**src/rtl/sobel_kernel.sv**
```systemverilog
// Three-stage Sobel gradient-magnitude kernel fed one vertical pixel column per cycle.
// Define SOBEL_THRESHOLD_EN to turn the magnitude into a binary edge map against thr_i.
module sobel_kernel #(
  parameter int COLORDEPTH = 8,
  parameter int BUF_DEPTH  = 3
) (
  input  logic                                  clk,
  input  logic                                  rst,
  input  logic [BUF_DEPTH-1:0][COLORDEPTH-1:0]  col_i,
  input  logic                                  dv_i,
  input  logic                                  hs_i,
  input  logic                                  vs_i,
  input  logic [COLORDEPTH-1:0]                 thr_i,
  output logic [COLORDEPTH-1:0]                 data_o,
  output logic                                  dv_o,
  output logic                                  hs_o,
  output logic                                  vs_o
);

  localparam int GW = COLORDEPTH + 4;

  // Handshake: dv_i marks a valid column on the cycle it is high; there is no
  // ready, every column is accepted, and dv_o marks data_o valid 3 stages later.

  // r_win[row][col]: row 0 is the newest line, col 0 the newest column.
  logic [COLORDEPTH-1:0]   r_win [3][3];
  logic [1:0]              r_colcnt;
  logic                    r_brd1, r_dv1, r_hs1, r_vs1;
  logic signed [GW-1:0]    r_gx, r_gy;
  logic                    r_brd2, r_dv2, r_hs2, r_vs2;

  logic                    w_clr;
  logic                    w_brd;
  logic signed [GW-1:0]    w_gx, w_gy;
  logic [GW-1:0]           w_ax, w_ay, w_mag;
  logic [COLORDEPTH-1:0]   w_pix;

  function automatic logic signed [GW-1:0] ext(input logic [COLORDEPTH-1:0] p);
    return $signed({{(GW-COLORDEPTH){1'b0}}, p});
  endfunction

  // A pixel needs three columns of its own line; a sync pulse restarts the count.
  assign w_clr = hs_i | vs_i;
  assign w_brd = w_clr | (r_colcnt != 2'd2);

  // Stage 1: window shift, column counter, border flag.
  always_ff @(posedge clk) begin
    if (rst) begin
      for (int r = 0; r < 3; r++) begin
        for (int c = 0; c < 3; c++) begin
          r_win[r][c] <= '0;
        end
      end
      r_colcnt <= 2'd0;
      r_brd1   <= 1'b0;
      r_dv1    <= 1'b0;
      r_hs1    <= 1'b0;
      r_vs1    <= 1'b0;
    end else begin
      if (dv_i) begin
        for (int r = 0; r < 3; r++) begin
          r_win[r][2] <= r_win[r][1];
          r_win[r][1] <= r_win[r][0];
          r_win[r][0] <= col_i[r];
        end
      end
      if (w_clr) begin
        r_colcnt <= 2'd0;
      end else if (dv_i && (r_colcnt != 2'd2)) begin
        r_colcnt <= r_colcnt + 2'd1;
      end
      r_brd1 <= w_brd;
      r_dv1  <= dv_i;
      r_hs1  <= hs_i;
      r_vs1  <= vs_i;
    end
  end

  assign w_gx = (ext(r_win[0][0]) + (ext(r_win[1][0]) <<< 1) + ext(r_win[2][0]))
              - (ext(r_win[0][2]) + (ext(r_win[1][2]) <<< 1) + ext(r_win[2][2]));
  assign w_gy = (ext(r_win[0][2]) + (ext(r_win[0][1]) <<< 1) + ext(r_win[0][0]))
              - (ext(r_win[2][2]) + (ext(r_win[2][1]) <<< 1) + ext(r_win[2][0]));

  // Stage 2: signed gradients.
  always_ff @(posedge clk) begin
    if (rst) begin
      r_gx   <= '0;
      r_gy   <= '0;
      r_brd2 <= 1'b0;
      r_dv2  <= 1'b0;
      r_hs2  <= 1'b0;
      r_vs2  <= 1'b0;
    end else begin
      r_gx   <= w_gx;
      r_gy   <= w_gy;
      r_brd2 <= r_brd1;
      r_dv2  <= r_dv1;
      r_hs2  <= r_hs1;
      r_vs2  <= r_vs1;
    end
  end

  // |G| never exceeds 4*(2^COLORDEPTH-1) per axis, so the sum fits GW bits unsigned.
  assign w_ax  = r_gx[GW-1] ? $unsigned(-r_gx) : $unsigned(r_gx);
  assign w_ay  = r_gy[GW-1] ? $unsigned(-r_gy) : $unsigned(r_gy);
  assign w_mag = w_ax + w_ay;

`ifdef SOBEL_THRESHOLD_EN
  assign w_pix = (w_mag >= {{(GW-COLORDEPTH){1'b0}}, thr_i}) ? '1 : '0;
`else
  logic w_unused_thr;
  assign w_unused_thr = ^thr_i;
  assign w_pix = (|w_mag[GW-1:COLORDEPTH]) ? '1 : w_mag[COLORDEPTH-1:0];
`endif

  // Stage 3: output register holds between valid pixels.
  always_ff @(posedge clk) begin
    if (rst) begin
      data_o <= '0;
      dv_o   <= 1'b0;
      hs_o   <= 1'b0;
      vs_o   <= 1'b0;
    end else begin
      if (r_dv2) begin
        data_o <= r_brd2 ? '0 : w_pix;
      end
      dv_o <= r_dv2;
      hs_o <= r_hs2;
      vs_o <= r_vs2;
    end
  end

endmodule
```
**config.mk**
```make
export PLATFORM = sky130hd
export DESIGN_NAME = sobel_kernel
export DESIGN_NICKNAME = d
export VERILOG_FILES = /design/src/rtl/sobel_kernel.sv
export SDC_FILE = /design/constraint.sdc
export NUM_CORES = 1
export LEC_CHECK = 0
export CAP_MARGIN = 30
export CORE_MARGIN = 2
export CORE_UTILIZATION = 50
export CTS_CLUSTER_DIAMETER = 50
export DETAILED_ROUTE_END_ITERATION = 10
export MAX_ROUTING_LAYER = met4
export PLACE_DENSITY = 0.77
export SYNTH_ARGS = -nofsm -noshare
export SYNTH_HDL_FRONTEND = slang
export SYNTH_SLANG_ARGS = --single-unit
```
**constraint.sdc**
```tcl
create_clock -name clk -period 5.05 [get_ports clk]
set_input_delay 0.7575 -clock clk [delete_from_list [all_inputs] [get_ports clk]]
set_output_delay 0.7575 -clock clk [all_outputs]
set_load 0.01 [all_outputs]
```
==> results by group, run 1 <==
Placement
  – Placed cell count: 896
  – Hpwl dp: 9.84 mm
  – Dpl cell area: 8000 sq um
  – Buffers on Ports: 39
  – Final Wtd Congestion: 0.903

Power and ir drop
  – Sw frac: 39.7%
  – PD cells: 606 nW/um^2
  – Clk pwr share: 22.1%
  – Pleak: 3.74 nW
  – Internal power: 0.00314 W
  – Seq pwr share: 24.7%
  – Net Sw Power: 0.00207 W
  – VDD IR max: 0.339 mV
  – Comb power frac: 53.2%

Critical path
  – Max FO, Critical Path: 3
  – WP data arrival: 4560 ps
  – RR Startpoint: r_win[0][66]$_SDFFCE_PN0P_
  – CP most frequent cell: fa_1
  – Worst R2R Setup Slack: 800 ps
  – Worst r2r dst: r_gy[11]$_SDFF_PP0_
  – Crit path max-delay cell type: a2111oi_0
  – Setup CP Type: flop to flop
  – Crit-path max cell delay: 650 ps
  – Worst endpoint required time: 5350 ps
  – Worst Reg-to-Reg Cells: 13
  – Critical-path cell list: inv_1, fa_1, fa_1, inv_1, fa_1, inv_1, fa_1, a21o_1, a21oi_1, o21bai_1, a2111oi_0, nor3b_1, nor3_1
  – Crit. End Element: flop
  – Worst Setup Start Kind: flop

CTS
  – Post-CTS setup buffers: 0
  – Clk slew on worst S/H paths: 50 ps
  – CTS tree: yes
  – Root buffer cell: clkbuf_16
  – Maximum clock insertion buffer count: 2
  – H-tree lvl count: 4
  – Worst skew pair latency: 410 ps
  – Hold Buf Count CTS: 0
  – Clock sinks: 117
  – Inserted Clock Buffers: 17
  – Post-cts sizing count: 0

Global route
  – Largest net degree at the start of global routing: 66
  – Initial antenna violation count: 0
  – GRT Resource Usage Total: 17.5%
  – Congestion Overflow GR: 0
  – Vias in the first global route: 4752
  – Global-route wire length before repair: 21.5 mm

Yosys
  – Post-Synth XOR/XNOR Area: 3.92%
  – Synth unique cells: 51
  – Post-Syn Area: 7380 sq um
  – Adder-Cell Fraction of Synth Area: 23.5%
  – Mapped Cells: 684
  – Syn nets: 822
  – Largest family of logic cells by synthesized area: adder cells
  – Sequential fraction of the synthesis area: 41.5%
  – Avg Cell Area, Syn: 10.8 sq um
  – Register bit total from synthesis: 117
  – Synth warn: 0
  – Async S/R FF share, synth: 0%
  – Synth Flop Type: edfxtp_1
  – Mux share of post-synthesis cell area: 0%
  – Number of synthesized flops with an enable pin: 72
  – Compound-gate portion of the synthesized area: 8.88%
  – Simple-gate share of the synthesized area: 13.8%

Die
  – # IOs: 48
  – Die X: 125 microns
  – Core Rows: 44
  – Core ar.: 14500 sq um
  – Die Y: 125 microns
  – Initial core utilization: 51.0%
  – Die ar.: 15700 sq um

Cells and area
  – Finished Cell Area: 8600 sq um
  – NumNets Final: 870
  – Most frequent cells in the layout: inv_1, and2_1, edfxtp_1
  – Area Overhead vs Synth: 16.5%
  – Reg area: 3060 sq um
  – Multi-input logic area: 3710 sq um
  – Post-layout util: 59.4%
  – Number of antenna diodes: 0
  – Layout Cells excl Fill: 929
  – Share of post-route cells with drive strength above 1: 6.85%
  – Fillers: 1153
  – Commonest non-fill, non-tap cell in the layout: inv_1

STA
  – WHS: 430 ps
  – Relative slew slack: 54.9%
  – Hold Fails Final Rpt: 0
  – RSZ-0062 raised after global routing: false
  – Setup TNS: 0 ps
  – Slew Viols, Final: 0
  – Final Cycle Share: 84.2%
  – Fmax: 235 MHz
  – Clock skew: 8.03 ps
  – Worst-margin pin slew: 659 ps
  – Tmin final: 4250 ps
  – Setup-failing EPs final: 0

Worst hold path
  – Hold-critical path depth: 1
  – Hold crit path type: flop to flop
  – Worst hold start: r_brd1$_SDFF_PP0_
  – Hold Path Sink: r_brd2$_SDFF_PP0_

Detailed routing
  – Antenna-violating nets left: 0
  – Via density: 5.05
  – Avg WL per Cell: 13.6 microns
  – DRT Pass-1 Iters: 4
  – Final Routed Wirelength: 12.7 mm
  – Vias: 4688
  – Number of remaining DRC errors: 0
  – Initial DRC count: 237

Flow run
  – Max-Cap Viols: 0

Run status
  – Status: complete, no violations
## critical path: cells and delay by family, from the launching register on
| family | cells | cell delay (ps) |
|---|---|---|
| buffers and inverters | 3 | 210 |
| DFF | 1 | 420 |
| adders and majority gates | 4 | 1960 |
| AOI/OAI and AO/OA | 4 | 1170 |
| and+or+nand+nor | 2 | 390 |
## synthesized netlist by cell type, types with 4 or more instances
cell type    n  area [sq um]
edfxtp_1    72          2160
clkbuf_1    14          52.6
or2_2        5          31.3
a21o_1      10          75.1
o21bai_1     6          45.0
nor2b_1     19           119
and2_1      72           450
xor2_1       7          61.3
ha_1        38           475
dfxtp_1     45           901
a21oi_1     23           115
a31oi_1      8          50.1
nand2b_1     4          25.0
or3_1        7          43.8
inv_1      150           563
xnor2_1     26           228
o21ai_0     26           130
fa_1        63          1260
nor2_1      16          60.1
nand2_1     19          71.3
nor3_1       7          35.0
## state kept, by name (all words and copies together) (netlist names), 2 cells and up
register / flops
r_gy: 12
data_o: 8
r_gx: 12
r_win: 72
r_colcnt: 2
## per-layer routing
layer / global-route usage, % / routed length, microns / vias to the layer above
li1: - / - / 2316
met1: 20.5 / 5540 / 2262
met2: 29.8 / 6480 / 86
met3: 4.19 / 409 / 24
met4: 6.08 / 240 / 0
met5: - / 0 / -
## power by group through the flow
stage,Clock (W),Combinational [W],Sequential [W]
floorplan,0,0.00222,0.00126
global placement,0,0.00265,0.00130
detailed placement,0,0.00275,0.00131
CTS,0.00117,0.00278,0.00129
global route,0.00121,0.00315,0.00131
finish,0.00115,0.00277,0.00129
## per-stage QoR
step	power, W	setup WS [ps]
global placement	0.00395	984
finish	0.00521	797
CTS	0.00524	820
floorplan	0.00348	1200
detailed placement	0.00406	876
global route	0.00567	548
## area by class of cell
class / count / share of cell area (%)
multi-input cells: 402 / 43.1
clock buffers: 21 / 5.65
flip-flops and latches: 117 / 35.6
clock inverters: 11 / 1.15
inverters: 150 / 6.55
well taps: 184 / 2.68
repair buffers: 44 / 5.27
## kinds of logic after synthesis
logic type,after synthesis
and+or+nand+nor,169
buffers and inverters,165
DFF,117
xor gates and xnor gates,33
AOI/OAI and AO/OA,99
adders and majority gates,101
## worst max-delay path by stage
stage / startpoint / endpoint / slack [ps]
global route: r_win[0][66]$_SDFFCE_PN0P_ / r_gy[11]$_SDFF_PP0_ / 550
floorplan: r_win[0][66]$_SDFFCE_PN0P_ / r_gy[9]$_SDFF_PP0_ / 1200
finish: r_win[0][66]$_SDFFCE_PN0P_ / r_gy[11]$_SDFF_PP0_ / 800
global placement: r_win[0][66]$_SDFFCE_PN0P_ / r_gy[9]$_SDFF_PP0_ / 980
detailed placement: r_win[0][66]$_SDFFCE_PN0P_ / r_gy[9]$_SDFF_PP0_ / 880
CTS: r_win[0][66]$_SDFFCE_PN0P_ / r_gy[11]$_SDFF_PP0_ / 820
No activity file was read; power rests on OpenSTA's default activity.
==> run 2: changes to the inputs <==
Clock period 5.05 ns to 4 ns, I/O delays scaled along.
==> results by group, run 2 (synthesis gave the netlist of run 1 again) <==
Cells and area
  – Number of antenna diodes: 0
  – Largest register FFs: 72
  – Area Overhead vs Synth: 17.8%
  – Largest regs: r_win x72, r_gx x12, r_gy x12
  – Commonest non-fill, non-tap cell in the layout: inv_1
  – Multi-input logic area: 3780 sq um
  – Most flops, register: r_win
  – NumNets Final: 875
  – Layout Cells excl Fill: 934
  – Fillers: 1147
  – Reg area: 3060 sq um
  – Most frequent cells in the layout: inv_1, and2_1, edfxtp_1
  – Share of post-route cells with drive strength above 1: 8.80%

STA
  – RSZ-0062 raised after global routing: true
  – Slew Viols, Final: 0
  – Tmin final: 3870 ps
  – Setup-failing EPs final: 0
  – Clock skew: 12.9 ps
  – Fmax: 258 MHz
  – Worst-margin pin slew: 903 ps
  – Hold Fails Final Rpt: 0
  – Final Cycle Share: 96.7%
  – Relative slew slack: 39.8%

Die
  – Core ar.: 14500 sq um
  – Core Rows: 44
  – Die Y: 125 microns
  – Initial core utilization: 51.0%
  – Die ar.: 15700 sq um
  – Die X: 125 microns
  – # IOs: 48

CTS
  – Inserted Clock Buffers: 17
  – Maximum clock insertion buffer count: 2
  – Clk slew on worst S/H paths: 50 ps
  – H-tree lvl count: 4
  – Worst skew pair latency: 420 ps
  – Clock sinks: 117
  – Root buffer cell: clkbuf_16
  – CTS tree: yes
  – Hold Buf Count CTS: 0

Detailed routing
  – DRT Pass-1 Iters: 5
  – Vias: 4704
  – Via density: 5.04
  – Antenna-violating nets left: 0
  – Final Routed Wirelength: 13.1 mm
  – Initial DRC count: 190
  – Avg WL per Cell: 14.0 microns
  – Number of remaining DRC errors: 0

Global route
  – Initial antenna violation count: 0
  – Global-route wire length before repair: 22.5 mm
  – Vias in the first global route: 4990
  – GRT Resource Usage Total: 18.5%
  – Congestion Overflow GR: 0
  – Largest net degree at the start of global routing: 73

Critical path
  – Worst r2r dst: r_gx[10]$_SDFF_PP0_
  – Setup CP Type: flop to flop
  – Max FO, Critical Path: 3
  – Worst R2R Setup Slack: 130 ps
  – Worst Setup Start Kind: flop
  – Worst endpoint required time: 4300 ps
  – RR Startpoint: r_win[0][66]$_SDFFCE_PN0P_
  – WP data arrival: 4170 ps
  – Worst Reg-to-Reg Cells: 13
  – Crit. End Element: flop

Power and ir drop
  – PD cells: 791 nW/um^2
  – VDD IR max: 0.391 mV
  – Pleak: 3.78 nW
  – Tot Pwr: 0.00688 W

Placement
  – Final Wtd Congestion: 0.852
  – Hpwl dp: 9.70 mm
  – Buffers on Ports: 39
  – Placed cell count: 900

Worst hold path
  – Worst hold start: r_hs2$_SDFF_PP0_
  – Hold-critical path depth: 1
  – Hold crit path type: flop to flop
  – Hold Path Sink: hs_o$_SDFF_PP0_

Flow run
  – Max-Cap Viols: 0

Run status
  – Status: complete, no violations
[run 2: layout make-up]
cell class	count	area share, %
clock inverters	8	0.806
multi-input cells	402	43.4
clock buffers	24	5.91
flip-flops and latches	117	35.2
repair buffers	49	5.50
inverters	150	6.48
well taps	184	2.65
[run 2: what timing repair did]
item | CTS | global route
resized for setup | 5 | 12
pin swaps | 1 | 10
setup buffers | 0 | 2
setup endpoints to repair | 4 | 7
gates cloned | 0 | 0
[run 2: worst max-delay path, stage by stage (launching register included)]
cell and delay (ps):
edfxtp_1 430, buf_4 170, fa_1 450, fa_1 490
inv_1 50, fa_1 530, inv_1 70, ha_1 300
a21o_1 190, a21oi_2 200, o21bai_2 110, a2111oi_4 400
nor3_1 130, a2111oi_2 230
[run 2: routing by layer]
metal	vias up	wire (microns)	global-route usage, %	share of wire, %
met1	2293	5600	21.3	43
met5	-	0	-	0
met4	0	262	8.17	2.0
met2	66	6870	31.1	52
li1	2324	-	-	-
met3	21	365	4.02	2.8
[run 2: how the worst max path moves through the flow]
stage / start / to / slack (ps) / cells past startpoint
final: r_win[0][66]$_SDFFCE_PN0P_ / r_gx[10]$_SDFF_PP0_ / 130 / 13
after global routing: r_win[0][66]$_SDFFCE_PN0P_ / r_gx[10]$_SDFF_PP0_ / -20 / 13
after CTS: r_win[0][2]$_SDFFCE_PN0P_ / r_gx[9]$_SDFF_PP0_ / 10 / 13
after detailed placement: r_win[0][2]$_SDFFCE_PN0P_ / r_gx[10]$_SDFF_PP0_ / -90 / 13
after global placement: r_win[0][66]$_SDFFCE_PN0P_ / r_gy[9]$_SDFF_PP0_ / 40 / 14
after floorplan: r_win[0][66]$_SDFFCE_PN0P_ / r_gy[9]$_SDFF_PP0_ / 150 / 13
[run 2: stage by stage]
stage / util, % / setup WS [ps] / hold slack, ps / cell area [sq um] / TNS [ps]
6_report: 60.1 / 131 / 434 / 8690 / 0
4_1_cts: 59.6 / 13.2 / 433 / 8620 / 0
3_5_place_dp: 55.4 / -93.0 / 421 / 8030 / -103
2_1_floorplan: - / 154 / 414 / 7380 / 0
5_1_grt: 60.1 / -18.6 / 451 / 8690 / -23.4
3_3_place_gp: 55.3 / 35.3 / 421 / 8010 / 0
[run 2: report_power, final]
group	leakage, nW	switching, W	internal (W)	total [W]
combinational	2.32	0.00205	0.00174	0.00379
clock	0.294	0.000510	0.000955	0.00146
sequential	1.16	0.000162	0.00146	0.00163
==> run 3: changes to the inputs <==
Settings changed: CORE_UTILIZATION 50 to 35, PLACE_DENSITY 0.77 to 0.6.
==> results by group, run 3 (synthesis gave the netlist of run 1 again) <==
CTS
  – Clk slew on worst S/H paths: 60 ps
  – Clock sinks: 117
  – H-tree lvl count: 4
  – CTS tree: yes
  – Worst skew pair latency: 420 ps
  – Root buffer cell: clkbuf_16
  – Inserted Clock Buffers: 17
  – Maximum clock insertion buffer count: 2

Critical path
  – Worst R2R Setup Slack: 180 ps
  – Crit. End Element: flop
  – Setup CP Type: flop to flop
  – Max FO, Critical Path: 2
  – Worst r2r dst: r_gx[10]$_SDFF_PP0_
  – Worst endpoint required time: 4300 ps
  – Worst Reg-to-Reg Cells: 13
  – Worst Setup Start Kind: flop
  – RR Startpoint: r_win[0][66]$_SDFFCE_PN0P_
  – WP data arrival: 4120 ps

Worst hold path
  – Hold crit path type: flop to flop
  – Hold-critical path depth: 1
  – Worst hold start: r_vs2$_SDFF_PP0_
  – Hold Path Sink: vs_o$_SDFF_PP0_

STA
  – Fmax: 262 MHz
  – Hold Fails Final Rpt: 0
  – Worst-margin pin slew: 615 ps
  – Final Cycle Share: 95.5%
  – Relative slew slack: 58.9%
  – Tmin final: 3820 ps
  – Clock skew: 13.4 ps
  – PnR worst setup slack: 180 ps
  – Setup-failing EPs final: 0
  – Slew Viols, Final: 0

Power and ir drop
  – Tot Pwr: 0.00689 W
  – PD cells: 777 nW/um^2
  – VDD IR max: 0.454 mV
  – Pleak: 3.81 nW

Detailed routing
  – Antenna-violating nets left: 0
  – Vias: 4569
  – Via density: 4.45
  – Final Routed Wirelength: 12.5 mm
  – Avg WL per Cell: 12.1 microns
  – Initial DRC count: 161
  – DRT Pass-1 Iters: 4
  – Number of remaining DRC errors: 0

Global route
  – Global-route wire length before repair: 22.1 mm
  – Congestion Overflow GR: 0
  – GRT Resource Usage Total: 12.9%
  – Largest net degree at the start of global routing: 73
  – Initial antenna violation count: 0
  – Vias in the first global route: 4641

Die
  – Die ar.: 22300 sq um
  – Core Rows: 53
  – Die Y: 149 microns
  – Core ar.: 20900 sq um
  – # IOs: 48
  – Initial core utilization: 35.3%
  – Die X: 149 microns

Cells and area
  – Share of post-route cells with drive strength above 1: 9.31%
  – Commonest non-fill, non-tap cell in the layout: inv_1
  – Area Overhead vs Synth: 20.1%
  – Most flops, register: r_win
  – Number of antenna diodes: 0
  – Largest register FFs: 72
  – Layout Cells excl Fill: 1027
  – Most frequent cells in the layout: inv_1, and2_1, edfxtp_1
  – NumNets Final: 877
  – Largest regs: r_win x72, r_gx x12, r_gy x12

Run status
  – Status: complete, no violations

Flow run
  – Max-Cap Viols: 0

Placement
  – Final Wtd Congestion: 0.819
  – Pre-CTS setup slack: -74.0 ps
  – Hpwl dp: 9.32 mm
  – Buffers on Ports: 39
  – Placed cell count: 993
## run 3: how the worst max path moves through the flow
stage / from / end / slack [ps] / cells past startpoint
floorplan: r_win[0][66]$_SDFFCE_PN0P_ / r_gy[9]$_SDFF_PP0_ / 150 / 13
global placement: r_win[0][66]$_SDFFCE_PN0P_ / r_gy[9]$_SDFF_PP0_ / -40 / 14
detailed placement: r_win[0][66]$_SDFFCE_PN0P_ / r_gy[9]$_SDFF_PP0_ / -70 / 14
CTS: r_win[0][66]$_SDFFCE_PN0P_ / r_gy[10]$_SDFF_PP0_ / 4 / 13
global route: r_win[0][66]$_SDFFCE_PN0P_ / r_gx[8]$_SDFF_PP0_ / -6 / 14
finish: r_win[0][66]$_SDFFCE_PN0P_ / r_gx[10]$_SDFF_PP0_ / 180 / 13
## run 3: worst max-delay path: stages (launching register included)
cell	delay [ps]
edfxtp_1	410
buf_4	160
fa_1	470
fa_1	490
inv_1	50
fa_1	520
inv_1	70
ha_1	290
a21o_1	180
a21oi_1	180
o21bai_1	130
a2111oi_4	360
nor3_1	120
a2111oi_1	270
## run 3: what timing repair did
action / 4_1_cts / 5_1_grt
setup buffers: 0 / 2
pin swaps: 1 / 12
hold buffers: 0 / 0
resized for setup: 5 / 12
endpoints found under the setup margin: 4 / 10
## run 3: through the flow
stage | instance area [sq um] | util, % | TNS, ps | hold WS [ps]
after floorplan | 7380 | - | 0 | 414
after global placement | 8150 | 39.0 | -39.3 | 417
after detailed placement | 8150 | 39.0 | -130 | 432
after CTS | 8800 | 42.1 | 0 | 446
after global routing | 8860 | 42.4 | -6.02 | 447
final | 8860 | 42.4 | 0 | 439
## run 3: layer usage
layer / global-route usage [%] / share of wire, % / up-vias
li1: - / - / 2314
met2: 20.2 / 48 / 58
met1: 16.4 / 48 / 2185
met3: 2.66 / 2.6 / 12
met5: - / 0 / -
met4: 5.00 / 1.4 / 0
## run 3: final cells by class
type,count,area (sq um)
inverters,150,563
repair buffers,51,493
multi-input cells,402,3770
clock inverters,9,85.1
flip-flops and latches,117,3060
fillers,2020,12000
well taps,275,344
clock buffers,23,542
## run 3: report_power, final
part | leakage, nW | total (W) | switching (W) | internal [W]
sequential | 1.16 | 0.00163 | 0.000165 | 0.00146
combinational | 2.33 | 0.00369 | 0.00196 | 0.00173
clock | 0.311 | 0.00157 | 0.000555 | 0.00102
